## config.mk

```make
export PLATFORM = sky130hd
export DESIGN_NAME = comp_iter
export DESIGN_NICKNAME = d
export VERILOG_FILES = /design/src/rtl/comp_iter.sv
export SDC_FILE = /design/constraint.sdc
export NUM_CORES = 1
export LEC_CHECK = 0
export ABC_AREA = 1
export CAP_MARGIN = 15
export CORE_ASPECT_RATIO = 1.1
export CORE_MARGIN = 1.5
export CORE_UTILIZATION = 35
export DETAILED_ROUTE_END_ITERATION = 10
export DONT_BUFFER_PORTS = 1
export GPL_TIMING_DRIVEN = 0
export SYNTH_ARGS = -nofsm -noshare
export SYNTH_HDL_FRONTEND = slang
export SYNTH_SLANG_ARGS = --single-unit
```

## constraint.sdc

```tcl
create_clock -name clk -period 2.75 [get_ports clk]
set_input_delay 0.4125 -clock clk [delete_from_list [all_inputs] [get_ports clk]]
set_output_delay 0.4125 -clock clk [all_outputs]
set_load 0.03 [all_outputs]
```

## src/rtl/comp_iter.sv

```systemverilog
// Iterative magnitude comparator: scans two WIDTH-bit operands CHUNK bits per
// cycle from the MSB down, stops on the first differing chunk, holds the flags.
module comp_iter #(
  parameter int WIDTH = 16,
  parameter int CHUNK = 4
) (
  input  logic             clk,
  input  logic             rst_n,
  input  logic             in_valid,
  output logic             in_ready,
  input  logic [WIDTH-1:0] a,
  input  logic [WIDTH-1:0] b,
  input  logic             signed_mode,
  output logic             busy,
  output logic             out_valid,
  output logic             eq,
  output logic             neq,
  output logic             gt,
  output logic             geq,
  output logic             lt,
  output logic             leq
);

  localparam int N  = WIDTH / CHUNK;
  localparam int IW = (N > 1) ? $clog2(N) : 1;
  localparam logic [IW-1:0]    IDX_TOP  = IW'(N - 1);
  localparam logic [WIDTH-1:0] MSB_MASK = {1'b1, {(WIDTH-1){1'b0}}};

  typedef enum logic [1:0] {IDLE, SCAN, DONE} state_t;
  typedef enum logic [1:0] {R_EQ, R_GT, R_LT} res_t;

  state_t           state, state_nxt;
  logic [WIDTH-1:0] a_r, b_r;
  logic [IW-1:0]    idx;
  logic [CHUNK-1:0] ca, cb;
  logic             accept, decide;
  res_t             res;

  // Chunk mux with constant slices; only the chunk matching idx is selected.
  // NOTE: every always_comb output gets a default first, so no path infers a latch.
  always_comb begin
    ca = '0;
    cb = '0;
    for (int i = 0; i < N; i++) begin
      if (idx == IW'(i)) begin
        ca = a_r[i*CHUNK +: CHUNK];
        cb = b_r[i*CHUNK +: CHUNK];
      end
    end
  end

  always_comb begin
    res = R_EQ;
    if (ca > cb)      res = R_GT;
    else if (ca < cb) res = R_LT;
  end

  assign accept = (state == IDLE) && in_valid;
  assign decide = (state == SCAN) && ((ca != cb) || (idx == '0));

  always_comb begin
    state_nxt = state;
    case (state)
      IDLE:    if (in_valid) state_nxt = SCAN;
      SCAN:    if (decide)   state_nxt = DONE;
      DONE:    state_nxt = IDLE;
      default: state_nxt = IDLE;
    endcase
  end

  // NOTE: sequential state uses non-blocking assignments so every register
  // samples pre-edge values regardless of statement order.
  always_ff @(posedge clk or negedge rst_n) begin
    if (!rst_n) begin
      state <= IDLE;
      // NOTE: operand registers are reset too; they are only a few flops and
      // this keeps simulation free of X on the idle chunk mux.
      a_r   <= '0;
      b_r   <= '0;
      idx   <= '0;
      eq    <= 1'b0;
      neq   <= 1'b0;
      gt    <= 1'b0;
      geq   <= 1'b0;
      lt    <= 1'b0;
      leq   <= 1'b0;
    end else begin
      state <= state_nxt;
      if (accept) begin
        // Flipping the sign bit maps two's complement onto unsigned order.
        a_r <= signed_mode ? (a ^ MSB_MASK) : a;
        b_r <= signed_mode ? (b ^ MSB_MASK) : b;
        idx <= IDX_TOP;
      end else if ((state == SCAN) && !decide) begin
        idx <= idx - 1'b1;
      end
      if (decide) begin
        eq  <= (res == R_EQ);
        neq <= (res != R_EQ);
        gt  <= (res == R_GT);
        geq <= (res != R_LT);
        lt  <= (res == R_LT);
        leq <= (res != R_GT);
      end
    end
  end

  assign in_ready  = (state == IDLE);
  assign busy      = (state != IDLE);
  assign out_valid = (state == DONE);

endmodule
```

# After elaboration in Yosys (flattened, before gate mapping)
# Cells that the tools add are included.
dict set report word_totals {
  rom_bits 0
  ram_bits 0
  latchBits 0
  output_inout_bits 9
  elab_cells 56
  mem_count 0
  regBits 42
}
dict set report op_classes {
  reduce_logical 12
  div 0
  n_eq_ne 12
  mux 17
  magnitude_cmp 2
  mul 0
  bitwise 2
  shift 0
  addsub 1
}
# op n
set op_table {}
lappend op_table {{$mux W16} 2}
lappend op_table {{$mux W4} 8}
lappend op_table {{$mux W2} 6}
lappend op_table {{$eq A2 B2 Y1 const B} 4}
lappend op_table {{$eq A2 B1 Y1 const B} 3}
lappend op_table {{$logic_not A2 Y1} 3}
lappend op_table {{$ne A2 B2 Y1 const B} 3}
lappend op_table {{$reduce_bool A2 Y1} 3}
lappend op_table {{$gt A4 B4 Y1} 1}
lappend op_table {{$lt A4 B4 Y1} 1}
lappend op_table {{$ne A4 B4 Y1} 1}
lappend op_table {{$pmux W2 S2} 1}
lappend op_table {{$logic_and A1 B1 Y1} 3}
lappend op_table {{$ne A2 B1 Y1 const B} 1}
lappend op_table {{$not A1 Y1} 2}
lappend op_table {{$reduce_and A2 Y1} 1}
lappend op_table {{$sub A2 B1 Y2 const B} 1}
lappend op_table {{$logic_not A1 Y1} 1}
lappend op_table {{$logic_or A1 B1 Y1} 1}

# Depth between registers and ports, before layout
dict set report logic_depth {
  depth_word 12
  depth_mapped 17
}

# Worst setup path before layout
# No wires, ideal clock.
dict set report synth_timing {
  kind {register -> register}
  from {register idx[0]}
  to {register lt}
  stages_incl_launch_ff 14
  path_buffers 1
  arrival_ns 1.950
  required_ns 2.623
  path_slack_ns 0.673
  cell_sequence {dfrtp_1 inv_1 ha_1 buf_2 inv_1 nor2_1 nor2_1 a22oi_1 ha_1 nand2_2 nor2_4 nand2_1 nand2_2 o21ai_0}
}
dict set report synth_via {
  elab_chain_cells 9
}
# item line
set synth_rtl {}
lappend synth_rtl {{from (decl)} 34} ;# logic [IW-1:0] idx;
lappend synth_rtl {{from (signal assigned)} 95} ;# idx <= idx - 1'b1;
lappend synth_rtl {{$logic_not A2 Y1} {45, 59}}
lappend synth_rtl {{$mux W4 (4 in a row)} 45} ;# if (idx == IW'(i)) begin
lappend synth_rtl {{$lt A4 B4 Y1} 55} ;# else if (ca < cb) res = R_LT;
lappend synth_rtl {{$mux W2} 55}
lappend synth_rtl {{$mux W2} 54} ;# if (ca > cb) res = R_GT;
lappend synth_rtl {{$eq A2 B2 Y1} 102} ;# lt <= (res == R_LT);
lappend synth_rtl {{to (signal assigned)} 102}
lappend synth_rtl {{to (decl)} 20} ;# output logic lt,
# Several ways; a longest one is shown, not always the timed one.
# A chain may end at the register's enable or synchronous reset.

# Worst setup path after layout
# Ends and elaborated chain as after synthesis.

==> run summary <==
Combinational share of power: 46.3%
Yosys top cell area share: 50.42%
Core area: 0.005769 mm²
Skew-Pair Late Insertion Delay: 0.30 ns
Vias in the first global route: 1676
Starting Density: 36.13%
TritonCTS buffer count: 5
Cell Int Power: 0.001597 W
RSZ-0062 raised after global routing: no
Routed vias: 1640
Yosys warnings: 0
CTS tree: yes
Slew @ Worst Pin: 0.5348 ns
Final WS setup: 0.2960 ns
Slew HR: 64.21%
First-pass GRT wire length: 7.728 mm
Element type at the critical path end: register
Tot Pwr: 0.002947 W
# Max-Cap Violations: 0
Area growth, synth to finish: 10.44%
Initial DRT Pass Iterations: 4
Synth unique cells: 21
Worst EP required: 2.93 ns
I/O pins: 45
Kind of critical path: reg -> reg
Sequential area share after synthesis: 50.42%
Htree depth: 2
GPL Wtd Cong: 0.7507
Fraction of layout cells with a size suffix above 1: 9.594%
Switching Share: 45.80%
Register area: 0.001051 mm²
Antenna Nets Post-Route: 0
# clock sinks: 42
Multi-input logic area: 915.9 µm²
N_diodes: 0
Worst Path Buf+Inv: 3
Fin. Hold Viols: 0
Total setup buffers inserted after CTS: 0
CP cell instances: inv_1 -> ha_1 -> buf_2 -> inv_1 -> o211ai_1 -> nand2_1 -> ha_1 -> nand2_2 -> nor2_4 -> nand2_1 -> nand2_2 -> o21ai_0
DRC: 0
Commonest cells after routing, fill and taps aside: nand2_1, dfrtp_1, inv_1
Final Max Tran Viols: 0
Maximum buffer depth of the clock tree: 2
Place WS: 0.2927 ns
Chip height: 83.94 µm
Tmin final: 2.454 ns
Clk root buf: clkbuf_8
Crit path DAT: 2.63 ns
GRT Overall Usage: 15.54%
Clk pwr share: 14.2%
Largest area contributor in the netlist: dfrtp_1
Slowest CP cell: dfrtp_1
Fmax: 407.5 MHz
Post-Syn Area per Cell: 7.987 µm²
Cell family with most CP delay: simple AND/OR/NAND/NOR gates
Synth top area cells: dfrtp_1, nand2_1, ha_1
Result of the run: finished, final reports clean
Hpwl dp: 3.272 mm
Sw Pwr: 0.001350 W
Seq pwr share: 39.5%
Yosys reg bits: 42
PortBufs: 0
Synthesized area: 0.002084 mm²
Via/cell ratio: 4.713
Clock Skews: 0.006920 ns
Setup violators final: 0
Routed len/inst: 13.43 µm
Synth Instances: 261
Commonest non-fill, non-tap cell in the layout: nand2_1
Final net count: 314
Final setup TNS: 0 ns
CP Max Fanout: 9
# rows: 29
Syn nets: 305
Fill count: 588
CTS clk-pin slew, worst paths: 0.08 ns
Antenna violations before repair: 0
Tcrit/Tclk final: 89.24%
Leakage: 1.241 nW
Final wirelength: 4.674 mm
Gr ovfl total: 0
Drt first-iter violations: 45
Startpoint class of the critical path: register
Die Wd: 76.58 µm
Slowest stage delay, CP: 0.42 ns
Peak VDD IR: 0.4066 mV
Die ar.: 0.006428 mm²
Hold Crit Class: in -> reg
Hold Slack: 0.2198 ns
Power per cell area: 1280 mW/mm²
Largest net degree at the start of global routing: 43
## worst paths after layout
| path | start | end | slack [ns] | cells past startpoint |
|---|---|---|---|---|
| max | idx[0] | lt | 0.30 | 12 |
| min | a[14] | a_r[14] | 0.22 | 2 |
| max reg2reg | idx[0] | lt | 0.30 | 12 |
| min reg2reg | a_r[3] | a_r[3] | 0.49 | 2 |
| max in group asynchronous | rst_n | a_r[1] | 1.96 | 2 |
| min in group asynchronous | rst_n | neq | 0.58 | 2 |
## metal layers
metal  up-vias  routed length [µm]  track usage (%)
met5         -                   0                0
met4         0                  93            6.229
met3         9                 257            4.262
met2        42                2207            25.73
met1       765                2114            19.09
li1        824                   -                -
## cell usage after synthesis (all sizes together)
| cell | instances |
|---|---|
| a21oi | 10 |
| a22oi | 4 |
| buf | 9 |
| clkbuf | 1 |
| dfrtp | 42 |
| ha | 8 |
| inv | 12 |
| nand2 | 147 |
| nand3 | 5 |
| nand4 | 2 |
| nor2 | 12 |
| o211ai | 4 |
| o21ai | 3 |
| xnor2 | 2 |
## sequential cells by signal, indices dropped and copies added (netlist names)
register / count
a_r: 16
b_r: 16
eq: 1
neq: 1
state: 2
idx: 2
lt: 1
leq: 1
geq: 1
gt: 1
## stage by stage
stage,cells,cell area [µm²],util (%)
2_1_floorplan,261,2085,-
3_3_place_gp,338,2181,37.80
3_5_place_dp,338,2181,37.80
4_1_cts,348,2302,39.90
5_1_grt,348,2302,39.90
6_report,348,2302,39.90
## worst register-to-register path, stage by stage (launching register included)
cell,delay (ns)
dfrtp_1,0.42
inv_1,0.11
ha_1,0.15
buf_2,0.21
inv_1,0.18
o211ai_1,0.24
nand2_1,0.08
ha_1,0.34
nand2_2,0.09
nor2_4,0.19
nand2_1,0.09
nand2_2,0.12
o21ai_0,0.11
## repair_timing
item,4_1_cts,5_1_grt
endpoints found under the hold margin,42,0
hold buffers,2,0
gates resized for setup,0,0
## power groups by stage
stage | logic [W] | registers [W] | clock network, W
final | 0.00137 | 0.00116 | 0.000419
after global routing | 0.00158 | 0.00120 | 0.000452
after CTS | 0.00138 | 0.00116 | 0.000432
after detailed placement | 0.00135 | 0.00117 | 0
after global placement | 0.00132 | 0.00117 | 0
after floorplan | 0.00110 | 0.00112 | 0
## logic make-up after synthesis
kind of cell / count (synthesis) / synth area share, %
simple gates: 166 / 32.11
xor+xnor: 2 / 0.8405
buf+inv: 22 / 5.642
fa+ha+maj: 8 / 4.802
compound gates: 21 / 6.182
flops: 42 / 50.42
## layout make-up
| class | count | share of cell area, % |
|---|---|---|
| Sequential cell | 42 | 45.65 |
| Timing Repair Buffer | 2 | 1.304 |
| Clock buffer | 7 | 3.750 |
| Inverter | 12 | 1.957 |
| Tap cell | 77 | 4.185 |
| Clock inverter | 1 | 0.2174 |
| Multi-Input combinational cell | 197 | 39.78 |
| Buffer | 10 | 3.152 |
Note: power is estimated with default switching activity, not from simulation.
